$ cat config.mk
export PLATFORM = sky130hd
export DESIGN_NAME = hamming_secded_decoder_flat
export DESIGN_NICKNAME = d
export VERILOG_FILES = /design/src/rtl/hamming_pkg.sv /design/src/rtl/hamming_secded_decoder_if.sv /design/src/rtl/hamming_syndrome.sv /design/src/rtl/hamming_secded_decoder.sv /design/src/flat_wrapper.sv
export SDC_FILE = /design/constraint.sdc
export NUM_CORES = 1
export LEC_CHECK = 0
export ABC_AREA = 1
export BUFFER_PORTS_ARGS = -buffer_cell sky130_fd_sc_hd__buf_2
export CAP_MARGIN = 10
export CORE_MARGIN = 1
export CORE_UTILIZATION = 45
export DETAILED_ROUTE_END_ITERATION = 8
export GPL_ROUTABILITY_DRIVEN = 0
export PLACE_DENSITY = 0.7
export SLEW_MARGIN = 10
export SYNTH_ARGS = -nofsm -noshare
export SYNTH_HDL_FRONTEND = slang
export SYNTH_SLANG_ARGS = --single-unit
export TNS_END_PERCENT = 10
$ cat constraint.sdc
create_clock -name clk -period 4.93 [get_ports clk]
set_clock_uncertainty 0.1 [all_clocks]
set_input_delay 0.7395 -clock clk [delete_from_list [all_inputs] [get_ports clk]]
set_output_delay 0.7395 -clock clk [all_outputs]
set_load 0.02 [all_outputs]
$ cat src/rtl/hamming_pkg.sv
// Shared definitions for the 32-bit Hamming SECDED path (encoder and decoder).
// Holds the codeword geometry, the data-bit to codeword-position map, the
// beat classification enum and the helpers that work on whole codewords.
package hamming_pkg;

    localparam int DATA_W = 32;
    localparam int PAR_W  = 6;
    localparam int CW_W   = 39;

    // Codeword position of each data bit. Positions 1, 2, 4, 8, 16 and 32
    // carry check bits; position 0 carries overall even parity.
    localparam logic [5:0] DATA_POS [DATA_W] = '{
        6'd3,  6'd5,  6'd6,  6'd7,
        6'd9,  6'd10, 6'd11, 6'd12, 6'd13, 6'd14, 6'd15,
        6'd17, 6'd18, 6'd19, 6'd20, 6'd21, 6'd22, 6'd23, 6'd24,
        6'd25, 6'd26, 6'd27, 6'd28, 6'd29, 6'd30, 6'd31,
        6'd33, 6'd34, 6'd35, 6'd36, 6'd37, 6'd38
    };

    typedef enum logic [1:0] {
        ST_CLEAN  = 2'd0,
        ST_CORR   = 2'd1,
        ST_UNCORR = 2'd2
    } status_e;

    // Pull the payload out of a codeword without any correction.
    function automatic logic [DATA_W-1:0] extract_data(input logic [CW_W-1:0] cw);
        logic [DATA_W-1:0] d;
        d = '0;
        for (int i = 0; i < DATA_W; i++) begin
            d[i] = cw[DATA_POS[i]];
        end
        return d;
    endfunction

    // Classify a beat from its syndrome and overall parity.
    // A nonzero syndrome with odd parity beyond the last position can only
    // come from three or more flips, so it is reported as uncorrectable.
    function automatic status_e classify(input logic [PAR_W-1:0] syn, input logic par);
        status_e st;
        if (syn == '0) begin
            st = par ? ST_CORR : ST_CLEAN;
        end else if (!par) begin
            st = ST_UNCORR;
        end else if (syn > 6'(CW_W - 1)) begin
            st = ST_UNCORR;
        end else begin
            st = ST_CORR;
        end
        return st;
    endfunction

endpackage

$ cat src/rtl/hamming_secded_decoder_if.sv
// Streaming bus for the SECDED decoder: codeword input handshake and
// corrected-data output handshake with its error flags.
//   in_valid/in_ready/in_cw            : codeword stream into the decoder
//   out_valid/out_ready/out_data       : corrected payload stream out
//   out_corrected/out_uncorrectable    : per-beat status flags
// The slave modport is the decoder; master is the surrounding logic.
interface hamming_secded_decoder_if
    import hamming_pkg::*;
();

    logic              in_valid;
    logic              in_ready;
    logic [CW_W-1:0]   in_cw;
    logic              out_valid;
    logic              out_ready;
    logic [DATA_W-1:0] out_data;
    logic              out_corrected;
    logic              out_uncorrectable;

    modport slave (
        input  in_valid,
        input  in_cw,
        input  out_ready,
        output in_ready,
        output out_valid,
        output out_data,
        output out_corrected,
        output out_uncorrectable
    );

    modport master (
        output in_valid,
        output in_cw,
        output out_ready,
        input  in_ready,
        input  out_valid,
        input  out_data,
        input  out_corrected,
        input  out_uncorrectable
    );

endinterface

$ cat src/rtl/hamming_syndrome.sv
// Combinational syndrome and overall-parity generator for a 39-bit codeword.
//   i_cw  : codeword, bit 0 overall parity, bits 1..38 Hamming positions
//   o_syn : bit k is the XOR of every position whose index has bit k set
//   o_par : XOR of all 39 bits (1 means odd parity)
// The encoder reuses this block to compute its check bits.
module hamming_syndrome
    import hamming_pkg::*;
(
    input  logic [CW_W-1:0]  i_cw,
    output logic [PAR_W-1:0] o_syn,
    output logic             o_par
);

    always_comb begin
        o_syn = '0;
        for (int p = 1; p < CW_W; p++) begin
            for (int k = 0; k < PAR_W; k++) begin
                if (p[k]) begin
                    o_syn[k] = o_syn[k] ^ i_cw[p];
                end
            end
        end
        o_par = ^i_cw;
    end

endmodule

$ cat src/rtl/hamming_secded_decoder.sv
// Two-stage streaming SECDED decoder for the 32-bit Hamming path.
//   clk          : sole clock, rising edge
//   rst          : synchronous active-high reset
//   bus          : codeword in / corrected data out (slave modport)
//   cnt_clear    : synchronous clear of both error counters
//   corr_count   : saturating count of delivered corrected beats
//   uncorr_count : saturating count of delivered uncorrectable beats
// Stage 1 registers the codeword with its syndrome and parity; stage 2
// corrects, extracts the payload and registers the outputs. Both stages
// advance together only when the output register is empty or being taken.
module hamming_secded_decoder
    import hamming_pkg::*;
#(
    parameter int CNT_W = 16
) (
    input  logic                   clk,
    input  logic                   rst,
    hamming_secded_decoder_if.slave bus,
    input  logic                   cnt_clear,
    output logic [CNT_W-1:0]       corr_count,
    output logic [CNT_W-1:0]       uncorr_count
);

    logic              w_adv;
    logic              w_out_hs;
    logic [PAR_W-1:0]  w_syn;
    logic              w_par;

    logic              r_s1_valid;
    logic [CW_W-1:0]   r_s1_cw;
    logic [PAR_W-1:0]  r_s1_syn;
    logic              r_s1_par;

    status_e           w_status;
    logic [CW_W-1:0]   w_flip;
    logic [CW_W-1:0]   w_fixed;
    logic [DATA_W-1:0] w_data;

    logic              r_out_valid;
    logic [DATA_W-1:0] r_out_data;
    logic              r_out_corr;
    logic              r_out_uncorr;

    logic [CNT_W-1:0]  r_corr_cnt;
    logic [CNT_W-1:0]  r_uncorr_cnt;

    assign w_adv    = !r_out_valid || bus.out_ready;
    assign w_out_hs = r_out_valid && bus.out_ready;

    assign bus.in_ready          = w_adv;
    assign bus.out_valid         = r_out_valid;
    assign bus.out_data          = r_out_data;
    assign bus.out_corrected     = r_out_corr;
    assign bus.out_uncorrectable = r_out_uncorr;
    assign corr_count            = r_corr_cnt;
    assign uncorr_count          = r_uncorr_cnt;

    hamming_syndrome u_syndrome (
        .i_cw  (bus.in_cw),
        .o_syn (w_syn),
        .o_par (w_par)
    );

    // Stage 1: capture the codeword and its checks. The data fields load
    // even on bubbles; only the valid bit matters downstream.
    always_ff @(posedge clk) begin
        if (rst) begin
            r_s1_valid <= 1'b0;
            r_s1_cw    <= '0;
            r_s1_syn   <= '0;
            r_s1_par   <= 1'b0;
        end else if (w_adv) begin
            r_s1_valid <= bus.in_valid;
            r_s1_cw    <= bus.in_cw;
            r_s1_syn   <= w_syn;
            r_s1_par   <= w_par;
        end
    end

    // Stage 2 datapath. A correctable beat with syndrome 0 means only the
    // parity bit flipped, so nothing in the payload needs touching. When the
    // syndrome names a check-bit position the flip lands outside the payload
    // and extraction is unaffected.
    always_comb begin
        w_status = classify(r_s1_syn, r_s1_par);
        w_flip   = '0;
        if (w_status == ST_CORR && r_s1_syn != '0) begin
            w_flip = CW_W'(1) << r_s1_syn;
        end
        w_fixed = r_s1_cw ^ w_flip;
        w_data  = extract_data(w_fixed);
    end

    always_ff @(posedge clk) begin
        if (rst) begin
            r_out_valid  <= 1'b0;
            r_out_data   <= '0;
            r_out_corr   <= 1'b0;
            r_out_uncorr <= 1'b0;
        end else if (w_adv) begin
            r_out_valid  <= r_s1_valid;
            r_out_data   <= w_data;
            r_out_corr   <= r_s1_valid && (w_status == ST_CORR);
            r_out_uncorr <= r_s1_valid && (w_status == ST_UNCORR);
        end
    end

    // Counters step on delivered beats only; clear wins over an increment.
    always_ff @(posedge clk) begin
        if (rst) begin
            r_corr_cnt   <= '0;
            r_uncorr_cnt <= '0;
        end else if (cnt_clear) begin
            r_corr_cnt   <= '0;
            r_uncorr_cnt <= '0;
        end else begin
            if (w_out_hs && r_out_corr && !(&r_corr_cnt)) begin
                r_corr_cnt <= r_corr_cnt + CNT_W'(1);
            end
            if (w_out_hs && r_out_uncorr && !(&r_uncorr_cnt)) begin
                r_uncorr_cnt <= r_uncorr_cnt + CNT_W'(1);
            end
        end
    end

endmodule

$ cat src/flat_wrapper.sv
// flat-port wrapper written by rule: the top's interface ports become plain ports
module hamming_secded_decoder_flat import hamming_pkg::*;
#(
    parameter int CNT_W = 16
)
  (clk, rst, cnt_clear, corr_count, uncorr_count, bus_in_valid, bus_in_cw, bus_out_ready, bus_in_ready, bus_out_valid, bus_out_data, bus_out_corrected, bus_out_uncorrectable);
  hamming_secded_decoder_if bus_i ();
  input  logic clk;
  input  logic rst;
  input  logic cnt_clear;
  output logic [CNT_W-1:0] corr_count;
  output logic [CNT_W-1:0] uncorr_count;
  input wire logic [$bits(bus_i.in_valid)-1:0] bus_in_valid;
  input wire logic [$bits(bus_i.in_cw)-1:0] bus_in_cw;
  input wire logic [$bits(bus_i.out_ready)-1:0] bus_out_ready;
  output wire logic [$bits(bus_i.in_ready)-1:0] bus_in_ready;
  output wire logic [$bits(bus_i.out_valid)-1:0] bus_out_valid;
  output wire logic [$bits(bus_i.out_data)-1:0] bus_out_data;
  output wire logic [$bits(bus_i.out_corrected)-1:0] bus_out_corrected;
  output wire logic [$bits(bus_i.out_uncorrectable)-1:0] bus_out_uncorrectable;
  assign bus_i.in_valid = bus_in_valid;
  assign bus_i.in_cw = bus_in_cw;
  assign bus_i.out_ready = bus_out_ready;
  assign bus_in_ready = bus_i.in_ready;
  assign bus_out_valid = bus_i.out_valid;
  assign bus_out_data = bus_i.out_data;
  assign bus_out_corrected = bus_i.out_corrected;
  assign bus_out_uncorrectable = bus_i.out_uncorrectable;
  hamming_secded_decoder #(.CNT_W(CNT_W)) u_core (.clk(clk), .rst(rst), .bus(bus_i), .cnt_clear(cnt_clear), .corr_count(corr_count), .uncorr_count(uncorr_count));
endmodule
==> impl_metrics.tcl <==
set metrics [dict create \
    status "completed" \
    synthMuxAreaShare 0 \
    stdcell_count 1287 \
    fin_crit_ns 2.98 \
    rr_endpoint "u_core.r_s1_par$_SDFFE_PP0P_" \
    async_flop_share 0 \
    grt_pass1_vias 5648 \
    hp-class "reg2reg" \
    start_util 0.459 \
    die_h_um 121 \
    synth_xor_area_frac 0.0593 \
    ant_nets 0 \
    critPathTopFamily "buffers and inverters" \
    synth_area_sq_um 6350 \
    fin_nets 1149 \
    dp_cells 1272 \
    final_common_cell "nand2_1" \
    die_area_sq_um 14600 \
    antenna_found_initial 0 \
    clockBufferDepth 2 \
    avgSynthCellArea_sq_um 6.26 \
    cts_tree "yes" \
    cts_resized 0 \
    drive_above_1_share 0.129 \
    ys_types 34 \
    wl_per_cell_um 12.3 \
    pre_cts_slack_ns 1.95 \
    worst_path_most_repeated_cell "buf_2" \
    hold_slack_ns 0.377 \
    final_cell_mix "nand2_1, inv_1, buf_2, dfxtp_1, o21ai_0" \
    crit_cells 5 \
    htreeDepth 3 \
    antenna_cells 0 \
    fin_setup_tns_ns 0 \
    arrival_ns 2.14 \
    r2r_start "u_core.bus.out_valid$_SDFFE_PP0P_" \
    rrSetupSlack_ns 2.42 \
    min_path_cells 2 \
    endpoint_kind "primary output" \
    dpl.hpwl_um 12100 \
    slew_violations 0 \
    yosys.area_share.simple 0.330 \
    row_count 43 \
    synth_compound_area_frac 0.161 \
    cts_hold_buf 0 \
    worstMarginPinSlew_ns 0.954 \
    crit_path_start "bus_out_ready" \
    ys_ff_latch 107 \
    maxClockFrequency_mhz 335 \
    postSynthCellCount 1015 \
    drc 0 \
    wl_um 15900 \
    synth_edf_count 0 \
    grt_pass1_wl_um 26200 \
    drt-initial-drc-count 440 \
    yosys.area_share.adder 0.00394 \
    crit_end "bus_in_ready" \
    rsz0062_at_grt "no" \
    die_w_um 121 \
    required_ns 4.09 \
    power_density_nw_per_um2 302 \
    numCtsBuffers 9 \
    port_buffers 111 \
    vdd.ir_drop.worst_uv 227 \
    first_pass_iters 5 \
    finalSetupViolCount 0 \
    worstSetupPathType "in2out" \
    vias 6388 \
    globalRouteTotalUtil 0.225 \
    fp.coreArea_sq_um 13800 \
    clock_latency_ns 0.34 \
    critPathBufInv 4 \
    grt_max_degree 54 \
    final-hold-violation-count 0 \
    syn_nets 1061 \
    maxCapViolCount 0 \
    cp_slowest_cell "inv_2" \
    worst_slack_ns 1.95 \
    postCtsSetupRepairBufs 0 \
    clock-sinks 107 \
    cp-start-kind "input pin" \
    synth_top_flop_cell "dfxtp_1" \
    io_pins 112 \
    yosysSeqAreaShare 0.337 \
    reg2reg_depth 10 \
    cp_cell_sequence "buf_2 -> nor2_4 -> buf_4 -> inv_2 -> buf_2" \
    root_buffer "clkbuf_16" \
    slowest_delay_ns 0.63 \
    syn_to_final_growth_pct 15.3 \
    clkTransAtPathRegs_ns 0.07 \
    p_leak_uw 0.00369 \
    min_period_over_period 0.605 \
    critPathMaxFanout 53 \
    synth_top_family_by_area "simple AND/OR/NAND/NOR gates" \
    relSlewSlack 0.360 \
    gr-total-overflow 0 \
    avgViaCountPerCell 4.96 \
    synth_warnings 0 \
]
-- flip-flops by register name (all words and copies together), names as in the netlist --
register,count
u_core.r_s1_par,1
u_core.bus.out_corrected,1
u_core.r_s1_cw,32
u_core.uncorr_count,16
u_core.bus.out_uncorrectable,1
u_core.bus.out_data,32
u_core.bus.out_valid,1
u_core.corr_count,16
u_core.r_s1_syn,6
u_core.r_s1_valid,1
-- through the flow --
stage,area (sq um),utilization,power [uW]
6_report,7320,0.529,2210
2_1_floorplan,6350,-,1340
3_5_place_dp,7000,0.507,1460
5_1_grt,7320,0.529,2330
4_1_cts,7320,0.529,2220
3_3_place_gp,7000,0.507,1450
-- cells in the mapped netlist (2+ instances only) --
library cell / number / area (sq um)
a21oi_1: 64 / 320
clkbuf_1: 30 / 113
a211oi_1: 2 / 15.0
o21bai_1: 20 / 150
ha_1: 2 / 25.0
nor3_1: 26 / 130
or2_2: 2 / 12.5
nor4_1: 3 / 18.8
buf_2: 5 / 25.0
nor3b_1: 4 / 30.0
dfxtp_1: 107 / 2140
nand2_1: 277 / 1040
nor2_1: 98 / 368
o21ai_0: 99 / 495
nand3_1: 61 / 305
xor2_1: 20 / 175
or2_0: 2 / 12.5
inv_1: 135 / 507
xnor2_1: 23 / 201
nand2_2: 2 / 12.5
buf_4: 2 / 15.0
nand4_1: 9 / 56.3
nor2_2: 2 / 12.5
nand3b_1: 10 / 75.1
-- area by class of cell --
cell class,count,area [sq um]
inverter,138,520
timing repair buffer,115,586
clock buffer,9,225
clock inverter,6,90.1
sequential,107,2140
fill,1362,6510
multi-input combinational,732,3530
tap,180,225
-- worst min-delay path: cells and delay by family (launching register included) --
| family | cells | cell delay [ns] |
|---|---|---|
| compound gates | 1 | 0.06 |
| flops | 1 | 0.30 |
| buf+inv | 1 | 0.08 |
-- how the worst min path moves through the flow --
stage                                     from                               to  slack (ns)
6_report       u_core.r_s1_cw[35]$_SDFFE_PP0P_  u_core.r_s1_cw[35]$_SDFFE_PP0P_        0.38
5_1_grt        u_core.r_s1_cw[28]$_SDFFE_PP0P_  u_core.r_s1_cw[28]$_SDFFE_PP0P_        0.40
4_1_cts        u_core.r_s1_cw[38]$_SDFFE_PP0P_  u_core.r_s1_cw[38]$_SDFFE_PP0P_        0.38
3_5_place_dp   u_core.r_s1_cw[38]$_SDFFE_PP0P_  u_core.r_s1_cw[38]$_SDFFE_PP0P_        0.37
3_3_place_gp   u_core.r_s1_cw[38]$_SDFFE_PP0P_  u_core.r_s1_cw[38]$_SDFFE_PP0P_        0.36
2_1_floorplan  u_core.r_s1_cw[17]$_SDFFE_PP0P_  u_core.r_s1_cw[17]$_SDFFE_PP0P_        0.34
-- logic make-up after synthesis --
family | count (synthesis)
xor gates and xnor gates | 43
DFF | 107
buffers and inverters | 176
adders and majority gates | 2
and+or+nand+nor | 498
AOI/OAI and AO/OA | 189
-- per-layer routing --
metal / GRT usage / share of wire
met2: 0.371 / 0.45
met5: 0 / 0
met1: 0.294 / 0.49
met3: 0.0368 / 0.038
met4: 0.0818 / 0.026
-- power breakdown --
group	switching (uW)	total, uW	leakage (uW)	internal, uW
Clock	320	764	0.000152	444
Combinational	317	473	0.00266	156
Sequential	53.5	970	0.000879	916
Power figures use the tool's default switching activity.
